$ cat src/rtl/float_pkg.sv
`default_nettype none
// ============================================================================
// Module      : float_pkg
// Description : Shared definitions for the float-unit arbiter. Holds the
//               operation encodings, the arbiter FSM state encoding and
//               a small op-decode helper.
// Revision    : 1.0  initial release
// ============================================================================
package float_pkg;

    typedef logic [1:0] fop_t;

    localparam fop_t FOP_ADD  = 2'd0;
    localparam fop_t FOP_SUB  = 2'd1;
    localparam fop_t FOP_CONV = 2'd2;
    localparam fop_t FOP_RSVD = 2'd3;

    // Width of the latency down-counter; LATENCY is limited to 1..15.
    localparam int CNT_W = 4;

    typedef enum logic [1:0] {
        IDLE  = 2'd0,
        ISSUE = 2'd1,
        WAIT  = 2'd2,
        RESP  = 2'd3
    } state_t;

    // True for operations that run on the shared FloatingAdd unit.
    function automatic logic usesAdder(input fop_t op);
        return (op == FOP_ADD) || (op == FOP_SUB);
    endfunction

endpackage
`default_nettype wire

$ cat src/rtl/float_arbiter_if.sv
`default_nettype none
// ============================================================================
// Module      : float_arbiter_if
// Description : Bundle of the two requester channels, the shared float-unit
//               operand/enable/result signals and the response channel.
//               slave  : seen by float_arbiter
//               master : seen by the requesters / float units / consumer
// Revision    : 1.0  initial release
// ============================================================================
interface float_arbiter_if;
    import float_pkg::*;

    // Requester 0
    logic        req0_valid;
    fop_t        req0_op;
    logic [31:0] req0_a;
    logic [31:0] req0_b;
    logic        req0_ready;
    // Requester 1
    logic        req1_valid;
    fop_t        req1_op;
    logic [31:0] req1_a;
    logic [31:0] req1_b;
    logic        req1_ready;
    // Shared float units
    logic [31:0] fu_a;
    logic [31:0] fu_b;
    logic        fu_add_en;
    logic        fu_sub;
    logic        fu_conv_en;
    logic [31:0] fu_add_result;
    logic [31:0] fu_conv_result;
    // Response channel
    logic        rsp_valid;
    logic        rsp_id;
    logic [31:0] rsp_data;
    logic        rsp_ready;
    // Status
    logic        busy;

    modport slave (
        input  req0_valid, req0_op, req0_a, req0_b,
        input  req1_valid, req1_op, req1_a, req1_b,
        input  fu_add_result, fu_conv_result, rsp_ready,
        output req0_ready, req1_ready,
        output fu_a, fu_b, fu_add_en, fu_sub, fu_conv_en,
        output rsp_valid, rsp_id, rsp_data, busy
    );

    modport master (
        output req0_valid, req0_op, req0_a, req0_b,
        output req1_valid, req1_op, req1_a, req1_b,
        output fu_add_result, fu_conv_result, rsp_ready,
        input  req0_ready, req1_ready,
        input  fu_a, fu_b, fu_add_en, fu_sub, fu_conv_en,
        input  rsp_valid, rsp_id, rsp_data, busy
    );

endinterface
`default_nettype wire

$ cat src/rtl/rr_arbiter2.sv
`default_nettype none
// ============================================================================
// Module      : rr_arbiter2
// Description : Two-way round-robin grant. A lone valid requester wins; on a
//               tie the requester that was not granted last wins.
// Ports       : i_valid0/i_valid1 request valids, i_lastGrant index of the
//               previous winner, o_grant one-hot grant (bit N = requester N).
// Revision    : 1.0  initial release
// ============================================================================
module rr_arbiter2 (
    input  wire logic       i_valid0,
    input  wire logic       i_valid1,
    input  wire logic       i_lastGrant,
    output logic [1:0]      o_grant
);

    always_comb begin
        o_grant = 2'b00;
        if (i_valid0 && i_valid1) begin
            o_grant = i_lastGrant ? 2'b01 : 2'b10;
        end else if (i_valid0) begin
            o_grant = 2'b01;
        end else if (i_valid1) begin
            o_grant = 2'b10;
        end
    end

endmodule
`default_nettype wire

$ cat src/rtl/float_arbiter.sv
`default_nettype none
// ============================================================================
// Module      : float_arbiter
// Description : Shares one FloatingAdd and one FloatingFromInt unit between two
//               requesters. One operation is in flight at a time:
//               IDLE -> ISSUE -> WAIT (LATENCY cycles) -> RESP -> IDLE.
// Ports       : clk, reset (sync, active high)
//               bus (float_arbiter_if.slave): req0/req1 valid/op/a/b/ready,
//               fu_a/fu_b/fu_add_en/fu_sub/fu_conv_en and unit results,
//               rsp_valid/rsp_id/rsp_data/rsp_ready, busy.
// Params      : LATENCY 1..15, cycles from unit enable to valid unit result.
// Revision    : 1.0  initial release
// ============================================================================
module float_arbiter
    import float_pkg::*;
#(
    parameter int LATENCY = 3
) (
    input  wire logic       clk,
    input  wire logic       reset,
    float_arbiter_if.slave  bus
);

    localparam logic [CNT_W-1:0] c_CNT_LOAD = CNT_W'(LATENCY - 1);

    state_t             r_state;
    state_t             w_stateNext;
    logic [CNT_W-1:0]   r_cnt;
    logic [CNT_W-1:0]   w_cntNext;
    logic               r_addEn;
    logic               w_addEnNext;
    logic               r_convEn;
    logic               w_convEnNext;
    logic               r_sub;
    logic               w_subNext;
    logic               w_capture;
    logic               w_rspDone;

    logic               r_lastGrant;
    logic [1:0]         w_grant;
    logic               w_xfer;
    logic               w_winId;
    fop_t               w_winOp;
    logic [31:0]        w_winA;
    logic [31:0]        w_winB;

    fop_t               r_op;
    logic               r_id;
    logic [31:0]        r_fuA;
    logic [31:0]        r_fuB;
    logic               r_rspValid;
    logic               r_rspId;
    logic [31:0]        r_rspData;
    logic [31:0]        w_result;

    // ------------------------------------------------------------------
    // Grant
    // ------------------------------------------------------------------
    rr_arbiter2 u_rrArbiter (
        .i_valid0    (bus.req0_valid),
        .i_valid1    (bus.req1_valid),
        .i_lastGrant (r_lastGrant),
        .o_grant     (w_grant)
    );

    // The arbiter only grants valid requesters, so ready already implies
    // valid and a ready in IDLE is a transfer.
    assign bus.req0_ready = (r_state == IDLE) && w_grant[0];
    assign bus.req1_ready = (r_state == IDLE) && w_grant[1];
    assign w_xfer         = (r_state == IDLE) && (w_grant != 2'b00);

    assign w_winId = w_grant[1];
    assign w_winOp = w_winId ? bus.req1_op : bus.req0_op;
    assign w_winA  = w_winId ? bus.req1_a  : bus.req0_a;
    assign w_winB  = w_winId ? bus.req1_b  : bus.req0_b;

    // ------------------------------------------------------------------
    // FSM: state register
    // ------------------------------------------------------------------
    always_ff @(posedge clk) begin
        if (reset) begin
            r_state  <= IDLE;
            r_cnt    <= '0;
            r_addEn  <= 1'b0;
            r_convEn <= 1'b0;
            r_sub    <= 1'b0;
        end else begin
            r_state  <= w_stateNext;
            r_cnt    <= w_cntNext;
            r_addEn  <= w_addEnNext;
            r_convEn <= w_convEnNext;
            r_sub    <= w_subNext;
        end
    end

    // ------------------------------------------------------------------
    // FSM: next state and registered-output next values
    // ------------------------------------------------------------------
    always_comb begin
        w_stateNext  = r_state;
        w_cntNext    = r_cnt;
        w_addEnNext  = r_addEn;
        w_convEnNext = r_convEn;
        w_subNext    = r_sub;
        w_capture    = 1'b0;
        w_rspDone    = 1'b0;

        case (r_state)
            IDLE: begin
                // Enables are registered, so they are set on the transfer
                // edge in order to be high for the whole ISSUE cycle.
                if (w_xfer) begin
                    w_stateNext  = ISSUE;
                    w_addEnNext  = usesAdder(w_winOp);
                    w_subNext    = (w_winOp == FOP_SUB);
                    w_convEnNext = (w_winOp == FOP_CONV);
                end
            end
            ISSUE: begin
                w_cntNext   = c_CNT_LOAD;
                w_stateNext = WAIT;
            end
            WAIT: begin
                // LATENCY cycles in WAIT; the unit result is valid in the
                // last of them and is captured on the edge leaving WAIT.
                if (r_cnt == '0) begin
                    w_capture    = 1'b1;
                    w_stateNext  = RESP;
                    w_addEnNext  = 1'b0;
                    w_convEnNext = 1'b0;
                    w_subNext    = 1'b0;
                end else begin
                    w_cntNext = r_cnt - CNT_W'(1);
                end
            end
            RESP: begin
                if (bus.rsp_ready) begin
                    w_rspDone   = 1'b1;
                    w_stateNext = IDLE;
                end
            end
            default: begin
                w_stateNext  = IDLE;
                w_cntNext    = '0;
                w_addEnNext  = 1'b0;
                w_convEnNext = 1'b0;
                w_subNext    = 1'b0;
            end
        endcase
    end

    // ------------------------------------------------------------------
    // Result select for the operation in flight
    // ------------------------------------------------------------------
    always_comb begin
        w_result = 32'h0;
        case (r_op)
            FOP_ADD,
            FOP_SUB:  w_result = bus.fu_add_result;
            FOP_CONV: w_result = bus.fu_conv_result;
            FOP_RSVD: w_result = 32'h0;
            default:  w_result = 32'h0;
        endcase
    end

    // ------------------------------------------------------------------
    // Datapath: operand latch, round-robin history, response registers
    // ------------------------------------------------------------------
    always_ff @(posedge clk) begin
        if (reset) begin
            r_lastGrant <= 1'b1;
            r_op        <= FOP_ADD;
            r_id        <= 1'b0;
            r_fuA       <= 32'h0;
            r_fuB       <= 32'h0;
            r_rspValid  <= 1'b0;
            r_rspId     <= 1'b0;
            r_rspData   <= 32'h0;
        end else begin
            if (w_xfer) begin
                r_op        <= w_winOp;
                r_id        <= w_winId;
                r_fuA       <= w_winA;
                r_fuB       <= w_winB;
                r_lastGrant <= w_winId;
            end
            if (w_capture) begin
                r_rspValid <= 1'b1;
                r_rspId    <= r_id;
                r_rspData  <= w_result;
            end else if (w_rspDone) begin
                r_rspValid <= 1'b0;
            end
        end
    end

    assign bus.fu_a       = r_fuA;
    assign bus.fu_b       = r_fuB;
    assign bus.fu_add_en  = r_addEn;
    assign bus.fu_sub     = r_sub;
    assign bus.fu_conv_en = r_convEn;
    assign bus.rsp_valid  = r_rspValid;
    assign bus.rsp_id     = r_rspId;
    assign bus.rsp_data   = r_rspData;
    assign bus.busy       = (r_state != IDLE);

endmodule
`default_nettype wire

$ cat src/flat_wrapper.sv
// flat-port wrapper written by rule: the top's interface ports become plain ports
module float_arbiter_flat import float_pkg::*;
#(
    parameter int LATENCY = 3
)
  (clk, reset, bus_req0_valid, bus_req0_op, bus_req0_a, bus_req0_b, bus_req1_valid, bus_req1_op, bus_req1_a, bus_req1_b, bus_fu_add_result, bus_fu_conv_result, bus_rsp_ready, bus_req0_ready, bus_req1_ready, bus_fu_a, bus_fu_b, bus_fu_add_en, bus_fu_sub, bus_fu_conv_en, bus_rsp_valid, bus_rsp_id, bus_rsp_data, bus_busy);
  float_arbiter_if bus_i ();
  input  wire logic clk;
  input  wire logic reset;
  input wire logic [$bits(bus_i.req0_valid)-1:0] bus_req0_valid;
  input wire logic [$bits(bus_i.req0_op)-1:0] bus_req0_op;
  input wire logic [$bits(bus_i.req0_a)-1:0] bus_req0_a;
  input wire logic [$bits(bus_i.req0_b)-1:0] bus_req0_b;
  input wire logic [$bits(bus_i.req1_valid)-1:0] bus_req1_valid;
  input wire logic [$bits(bus_i.req1_op)-1:0] bus_req1_op;
  input wire logic [$bits(bus_i.req1_a)-1:0] bus_req1_a;
  input wire logic [$bits(bus_i.req1_b)-1:0] bus_req1_b;
  input wire logic [$bits(bus_i.fu_add_result)-1:0] bus_fu_add_result;
  input wire logic [$bits(bus_i.fu_conv_result)-1:0] bus_fu_conv_result;
  input wire logic [$bits(bus_i.rsp_ready)-1:0] bus_rsp_ready;
  output wire logic [$bits(bus_i.req0_ready)-1:0] bus_req0_ready;
  output wire logic [$bits(bus_i.req1_ready)-1:0] bus_req1_ready;
  output wire logic [$bits(bus_i.fu_a)-1:0] bus_fu_a;
  output wire logic [$bits(bus_i.fu_b)-1:0] bus_fu_b;
  output wire logic [$bits(bus_i.fu_add_en)-1:0] bus_fu_add_en;
  output wire logic [$bits(bus_i.fu_sub)-1:0] bus_fu_sub;
  output wire logic [$bits(bus_i.fu_conv_en)-1:0] bus_fu_conv_en;
  output wire logic [$bits(bus_i.rsp_valid)-1:0] bus_rsp_valid;
  output wire logic [$bits(bus_i.rsp_id)-1:0] bus_rsp_id;
  output wire logic [$bits(bus_i.rsp_data)-1:0] bus_rsp_data;
  output wire logic [$bits(bus_i.busy)-1:0] bus_busy;
  assign bus_i.req0_valid = bus_req0_valid;
  assign bus_i.req0_op = bus_req0_op;
  assign bus_i.req0_a = bus_req0_a;
  assign bus_i.req0_b = bus_req0_b;
  assign bus_i.req1_valid = bus_req1_valid;
  assign bus_i.req1_op = bus_req1_op;
  assign bus_i.req1_a = bus_req1_a;
  assign bus_i.req1_b = bus_req1_b;
  assign bus_i.fu_add_result = bus_fu_add_result;
  assign bus_i.fu_conv_result = bus_fu_conv_result;
  assign bus_i.rsp_ready = bus_rsp_ready;
  assign bus_req0_ready = bus_i.req0_ready;
  assign bus_req1_ready = bus_i.req1_ready;
  assign bus_fu_a = bus_i.fu_a;
  assign bus_fu_b = bus_i.fu_b;
  assign bus_fu_add_en = bus_i.fu_add_en;
  assign bus_fu_sub = bus_i.fu_sub;
  assign bus_fu_conv_en = bus_i.fu_conv_en;
  assign bus_rsp_valid = bus_i.rsp_valid;
  assign bus_rsp_id = bus_i.rsp_id;
  assign bus_rsp_data = bus_i.rsp_data;
  assign bus_busy = bus_i.busy;
  float_arbiter #(.LATENCY(LATENCY)) u_core (.clk(clk), .reset(reset), .bus(bus_i));
endmodule
$ cat config.mk
export PLATFORM = sky130hd
export DESIGN_NAME = float_arbiter_flat
export DESIGN_NICKNAME = d
export VERILOG_FILES = /design/src/rtl/float_pkg.sv /design/src/rtl/float_arbiter_if.sv /design/src/rtl/rr_arbiter2.sv /design/src/rtl/float_arbiter.sv /design/src/flat_wrapper.sv
export SDC_FILE = /design/constraint.sdc
export NUM_CORES = 1
export LEC_CHECK = 0
export BUFFER_PORTS_ARGS = -buffer_cell sky130_fd_sc_hd__buf_2
export CORE_MARGIN = 2
export CORE_UTILIZATION = 30
export DETAILED_ROUTE_END_ITERATION = 10
export PLACE_DENSITY = 0.66
export SETUP_SLACK_MARGIN = 0.2
export SYNTH_ARGS = -nofsm -noshare
export SYNTH_HDL_FRONTEND = slang
export SYNTH_SLANG_ARGS = --single-unit
$ cat constraint.sdc
create_clock -name clk -period 2.2 [get_ports clk]
set_input_delay 0.55 -clock clk [delete_from_list [all_inputs] [get_ports clk]]
set_output_delay 0.55 -clock clk [all_outputs]
set_load 0.02 [all_outputs]
# Yosys cells after proc, flatten, opt, wreduce, memory -nomap -nowiden
# Index checks and enable logic that the tools add are counted.
[totals]
out_inout_bits = 104
elab_cells = 71
regBits = 111
input_bits = 201
[classes]
n_mux = 27
add_sub_neg = 1
reduce_logical = 18
n_eq_ne = 12
[ops]
columns = ["op", "n"]
rows = [
  ["case mux 32 bit (3 select lines)", 1],
  ["two-way mux 32 bit", 2],
  ["two-way mux 2 bit", 8],
  ["equality test 2 bit (second input constant)", 5],
  ["two-way mux 1 bit", 10],
  ["nonzero test 2 bit", 5],
  ["case mux 2 bit (4 select lines)", 1],
  ["case mux 4 bit (2 select lines)", 1],
  ["equality test 2 x 1 -> 1 bit (second input constant)", 3],
  ["logical NOT 2 bit", 3],
  ["case mux 1 bit (2 select lines)", 3],
  ["AND reduction 3 bit", 2],
  ["logical AND 1 bit", 4],
  ["logical NOT 4 bit", 1],
  ["two-way mux 4 bit", 1],
  ["!= test 2 x 1 -> 1 bit (second input constant)", 2],
  ["!= test 2 bit (second input constant)", 2],
  ["subtractor 4 x 1 -> 4 bit (second input constant)", 1],
  ["AND reduction 2 bit", 1],
  ["OR reduction 2 bit", 1],
  ["logical OR 1 bit", 1],
]

# Depth between registers and ports, before layout
# Gate-level depths: netlist of run 1.
[depth]
word_depth = 8
mapped_depth = 8
depth_no_buf = 5

# Cells and area by module
# Synthesis of run 1 repeated with hierarchy kept, for this count alone.
[unflattened]
cells_unflattened = 556
area_unflattened_um2 = 5108.6
[by_module_without_submodules]
columns = ["mod", "cells_per_inst", "area_each_um2", "seq_area_each_um2", "instances"]
rows = [
  ["float_arbiter", 553, 5089.9, 2222.1, 1],
  ["rr_arbiter2", 3, 18.8, 0.0, 1],
]

# Worst setup path before layout of run 1
# Ideal clock, no wire load.
[synth_path]
kind = "input to output"
from = "in bus_req1_valid"
to = "out bus_req1_ready"
slack_ns = 0.233
path_buffers = 3
t_required_ns = 1.650
arrival_time_ns = 1.417
cell_stages = 6
cell_sequence = "a21boi_0 -> buf_2 -> buf_6 -> buf_4 -> nand2_1 -> inv_1"
[synth_via]
elab_chain_len = 4
elab_cells_between_ends = 5
cone_classes = "3 x mux; 2 x reduce/logical"
[synth_rtl]
columns = ["item", "line", "rtl"]
rows = [
  ["start, declared", "flat_wrapper.sv:14", "input wire logic [$bits(bus_i.req1_valid)-1:0] bus_req1_valid;"],
  ["two-way mux 2 bit", "rr_arbiter2.sv:23", "end else if (i_valid1) begin"],
  ["two-way mux 2 bit", "rr_arbiter2.sv:21", "end else if (i_valid0) begin"],
  ["two-way mux 2 bit *", "rr_arbiter2.sv:19", "if (i_valid0 && i_valid1) begin"],
  ["logical AND 1 bit *", "float_arbiter.sv:69", "assign bus.req1_ready = (r_state == IDLE) && w_grant[1];"],
  ["end, declared", "flat_wrapper.sv:22", "output wire logic [$bits(bus_i.req1_ready)-1:0] bus_req1_ready;"],
]
# Mark *: on every way between the ends. The rest lies on a longest branch, timed or not.

# Worst setup path in the final report of run 1
[layout_path]
from = "reg u_core.r_state[0]"
to = "out bus_req0_ready"
[layout_via]
elab_chain_len = 2
[layout_rtl]
columns = ["item", "line", "rtl"]
rows = [
  ["start, declared", "float_arbiter.sv:26", "state_t r_state;"],
  ["start signal, assigned", "float_arbiter.sv:88", "r_state <= w_stateNext;"],
  ["logical NOT 2 bit", "float_arbiter.sv:68", "assign bus.req0_ready = (r_state == IDLE) && w_grant[0];"],
  ["logical AND 1 bit", "float_arbiter.sv:68", ""],
  ["end, declared", "flat_wrapper.sv:21", "output wire logic [$bits(bus_i.req0_ready)-1:0] bus_req0_ready;"],
]
# Every way passes these cells.

==> out/metrics.cfg, run 1 <==
[timing]
worstMarginPinSlew_ps = 514
max_freq_mhz = 529
finalCritPeriodShare_pct = 85.9
final.setup.tns_ps = 0
rsz0062_at_grt = true
whs_ps = 470
hold_viol = 0
finalCriticalPeriod_ps = 1890
finClkSkew_ps = 12.1
slew_violations = 0
slew_headroom_pct = 65.3
setup_viol = 0

[critical_path]
worstPathRequired_ps = 1650
cp_cell_sequence = inv_2 -> ha_4 -> nand2_1 -> nor2_2 -> buf_4
arrival_ps = 1340
path_class = register to primary output
r2r_end = u_core.r_state[1]
r2r-start = u_core.r_cnt[0]
start_kind = register
reg2regPathDepth = 5
crit_fanout = 6
crit_path_top_delay_cell = dfxtp_1
critPathMaxStageDelay_ps = 420
r2r_setup_slack_ps = 330
end_kind = primary output

[clocking]
clockBufferDepth = 2
cts_sinks = 111
cts_tree = yes
cts-root-buf = clkbuf_16
ctsHtreeMaxLevel = 3
numCtsBuffers = 9
clk_pin_slew_ps = 80
clock_latency_ps = 350

[global_routing]
grt_overflow = 0
grt_max_degree = 72
grt_pass1_wl_mm = 24.3
grt_pass1_vias = 4797
track_usage_pct = 17.3
antenna_found_initial = 2

[drt]
drc = 0
wl_per_cell_um = 14.8
wirelength_mm = 15.7
antenna_left = 0
avgViaCountPerCell = 4.70
drtPass1Iterations = 4
vias = 5005
drt_iter0_markers = 171

[logic_synthesis]
synthCells = 561
synth_commonest_cells = dfxtp_1 (111), a21oi_1 (102), mux2i_1 (70), o21ai_0 (69)
synth.largest_area_cell = dfxtp_1
ys_ff_latch = 111
yosysUniqueCellTypes = 33
synth_edf_count = 0
yosys-top-cells-area = dfxtp_1 (45%), mux2i_1 (14%), a21oi_1 (10%)
yosys_warnings = 0
synthArstFlopShare_pct = 0
yosys.area.top_type_share_pct = 44.9
synth_area_per_cell_sq_um = 8.83
synth_area_sq_um = 4950
syn_nets = 768
synth_flop_cell = dfxtp_1
synth_most_common_cell = dfxtp_1
yosysSeqAreaShare_pct = 44.9

[floorplan]
die_width_um = 132
initial_core_util_pct = 31.0
die_h_um = 132
pin_count = 305
die_area_sq_um = 17600
num_rows = 46
fp.coreArea_sq_um = 16000

[cells_and_area]
nets = 1053
synthToLayoutAreaGrowth_pct = 43.3
drive_gt1_share_pct = 41.3
postLayoutCellArea_sq_um = 7100
antenna_cells = 0
final_util_pct = 44.4

[placement]
hpwl_mm = 11.8
gp_congestion = 0.828
portBuffers = 304
placed_area_sq_um = 6780

[power_and_ir_drop]
power_mw = 8.60
p_leak_nw = 3.35
p_per_area_nw_per_um2 = 1210
ir_drop_mv = 0.626

[outcome]
status = completed

[job]
maxCapViolCount = 0

[worst_hold_path]
hold_path_end = u_core.bus.fu_add_en
min_path_cells = 2
min-delay-start = u_core.bus.fu_add_en
hp-class = register to register

==> power by group <==
| part | total [mW] | internal, mW | switching [mW] |
|---|---|---|---|
| registers | 3.07 | 2.72 | 0.350 |
| logic | 3.96 | 1.49 | 2.47 |
| clock network | 1.58 | 0.786 | 0.791 |
==> stage by stage <==
stage,worst slack (ps),instances
after floorplan,233,561
after global placement,318,1049
after detailed placement,297,1049
after CTS,209,1064
after global routing,183,1066
final,311,1066
==> cell families after synthesis <==
kind of cell	count (synthesis)	share of synthesized area [%]
AO/OA/AOI/OAI	216	24.1
flip-flops	111	44.9
AND/OR/NAND/NOR	95	9.80
multiplexers	71	14.4
buffers and inverters	62	5.30
adder cells (fa/ha/maj)	6	1.52
==> how the worst max path moves through the flow <==
stage	from	endpoint	slack (ps)
final	u_core.r_state[0]	bus_req0_ready	310
after floorplan	bus_req1_valid	bus_req1_ready	230
after detailed placement	bus_req1_valid	u_core.r_op[1]	300
after global routing	u_core.r_state[1]	bus_req0_ready	180
after global placement	bus_req1_valid	u_core.r_op[1]	320
after CTS	u_core.r_state[0]	bus_req0_ready	210
==> layer usage <==
layer / part of all wire [%] / track usage (%) / up-vias
met5: 0.20 / 0 / -
met2: 48 / 30.6 / 222
met4: 1.4 / 5.97 / 4
met3: 8.5 / 5.13 / 18
met1: 42 / 19.8 / 2199
li1: - / - / 2562
==> registers in the layout, summed over array words and instances (netlist names) <==
signal / count
u_core.bus.fu_a: 32
u_core.bus.fu_add_en: 1
u_core.bus.fu_b: 32
u_core.bus.fu_conv_en: 1
u_core.bus.fu_sub: 1
u_core.bus.rsp_data: 32
u_core.bus.rsp_id: 1
u_core.bus.rsp_valid: 1
u_core.r_cnt: 4
u_core.r_id: 1
u_core.r_lastGrant: 1
u_core.r_op: 2
u_core.r_state: 2
==> cell usage in the layout, fill, tap and decap left out, types with 2 or more instances in the layout <==
cell,Yosys,layout
buf_2,12,303
dfxtp_1,111,111
a21oi_1,102,102
mux2i_1,70,70
o21ai_0,69,69
nor2b_1,39,38
nor2_1,39,38
a211oi_1,33,33
buf_4,2,15
inv_1,11,9
nand2_1,9,9
clkbuf_16,0,9
buf_12,0,7
ha_1,6,5
o22ai_1,3,3
inv_2,0,2
clkinv_4,0,2
inv_8,0,2
==> what timing repair did <==
action                                  CTS  global route
endpoints found under the setup margin    3             9
gates cloned                              0             0
pin swaps                                 1             1
gates resized for setup                   2             5
hold buffers                              0             0
setup buffers                             0             2
==> critical path: cells and delay by family, from the launching register on <==
family | cells | cell delay [ps]
buf+inv | 2 | 230
fa+ha+maj | 1 | 180
simple gates | 2 | 150
flops | 1 | 420
==> area by class of cell <==
| type | instances | area (sq um) |
|---|---|---|
| Timing Repair Buffer | 325 | 1770 |
| Fill cell | 1626 | 8900 |
| Multi-Input combinational cell | 388 | 2510 |
| Inverter | 11 | 41.3 |
| Tap cell | 216 | 270 |
| Sequential cell | 111 | 2220 |
| Clock inverter | 6 | 53.8 |
| Clock buffer | 9 | 225 |
Power figures use the tool's default switching activity.
==> run 2: changes to the inputs <==
- CORE_AREA: default -> 2 2 118 120
- CORE_MARGIN: 2 -> default
- CORE_UTILIZATION: 30 -> default
- DIE_AREA: default -> 0 0 120 122
- PLACE_DENSITY: 0.66 -> 0.78
==> run 2 against run 1 <==
Critical path depth unchanged. Setup slack worse by 19 ps. Worst hold slack improved by 9.7 ps. Sequential share of layout area up 0.27 points. Clock skew decreased by 5.0 ps. Core utilization up 7.8 points. Sequential power hardly changed. Power is 0.72% higher. Largest cell class unchanged.
==> out/metrics.cfg, run 2 (synthesis results as in run 1) <==
[drt]
wirelength_mm = 14.7
vias = 5083
wl_per_cell_um = 14.3
avgViaCountPerCell = 4.96
drc = 0
drtPass1Iterations = 4
drt_iter0_markers = 266
antenna_left = 0

[clocking]
clockBufferDepth = 2
cts_sinks = 111
numCtsBuffers = 9
clk_pin_slew_ps = 70
clock_latency_ps = 350
ctsHtreeMaxLevel = 3
cts-root-buf = clkbuf_16
cts_tree = yes

[global_routing]
track_usage_pct = 19.1
antenna_found_initial = 3
grt_pass1_wl_mm = 22.3
grt_overflow = 0
grt_max_degree = 70
grt_pass1_vias = 4577

[timing]
finClkSkew_ps = 7.19
setup_viol = 0
final.setup.tns_ps = 0
finalCriticalPeriod_ps = 1910
hold_viol = 0
slew_violations = 0
worstMarginPinSlew_ps = 516
max_freq_mhz = 524
rsz0062_at_grt = true
finalCritPeriodShare_pct = 86.7
slew_headroom_pct = 65.6
whs_ps = 480

[cells_and_area]
nets = 1045
layout_commonest_cell = buf_2
layout_common_cells = buf_2 (303), dfxtp_1 (111), a21oi_1 (102)
final_util_pct = 52.1
drive_gt1_share_pct = 41.0
synthToLayoutAreaGrowth_pct = 42.1
fin_cells = 1025

[critical_path]
r2r_setup_slack_ps = 320
path_class = primary input to primary output
end_kind = primary output
crit_fanout = 6
worstPathRequired_ps = 1650
start_kind = primary input
arrival_ps = 1360

[floorplan]
initial_core_util_pct = 36.7
die_area_sq_um = 14600
die_h_um = 122
num_rows = 43
fp.coreArea_sq_um = 13500
die_width_um = 120
pin_count = 305

[power_and_ir_drop]
ir_drop_mv = 0.597
p_leak_nw = 3.32
power_mw = 8.66
p_per_area_nw_per_um2 = 1230

[placement]
gp_congestion = 0.777
placed_cells = 1005
hpwl_mm = 10.9
portBuffers = 304

[outcome]
status = completed

[job]
maxCapViolCount = 0

[worst_hold_path]
hp-class = primary input to register

-- run 2: layer usage --
metal | share of wire, % | wire (um) | vias to the layer above | GRT usage, %
met5 | 0.088 | 13 | - | 0
met4 | 2.1 | 305 | 2 | 8.16
met3 | 9.4 | 1380 | 17 | 5.52
met2 | 48 | 7040 | 217 | 33.2
met1 | 41 | 5970 | 2293 | 21.9
li1 | - | - | 2554 | -
-- run 2: area by class of cell --
cell class              count  area [sq um]
multi-input cells         388          2510
clock inverters             7          95.1
inverters                  11          41.3
diodes                      2          5.00
fillers                  1278          6470
repair buffers            317          1710
well taps                 180           225
clock buffers               9           225
flip-flops and latches    111          2220
-- run 2: stage by stage --
step	area [sq um]	worst slack, ps
after global placement	6670	309
after detailed placement	6670	261
after floorplan	4950	233
after CTS	7010	208
after global routing	7030	190
final	7040	292
-- run 2: what timing repair did --
item | in CTS | in global routing
pin swaps | 0 | 2
setup buffers | 0 | 2
setup endpoints to repair | 3 | 4
hold buffers | 0 | 0
gates resized for setup | 4 | 4
endpoints found under the hold margin | 0 | 0
-- run 2: worst paths after layout --
| check | from | endpoint | cells after the start |
|---|---|---|---|
| max | bus_req1_valid | bus_req1_ready | 5 |
| max reg2reg | u_core.r_cnt[0] | u_core.r_state[1] | 5 |
| min | bus_req0_b[2] | u_core.bus.fu_b[2] | 3 |
| min reg2reg | u_core.bus.fu_add_en | u_core.bus.fu_add_en | 2 |
-- run 2: report_power, final --
| group | switching (mW) | leakage (nW) | total, mW | internal (mW) |
|---|---|---|---|---|
| Clock | 0.761 | 0.156 | 1.76 | 1.00 |
| Combinational | 2.41 | 2.25 | 3.84 | 1.43 |
| Sequential | 0.348 | 0.916 | 3.07 | 2.72 |
-- run 2: worst max-delay path, cell delays in order --
cell	delay, ps
buf_2	150
a21boi_4	310
nand2_1	130
inv_1	60
buf_2	160
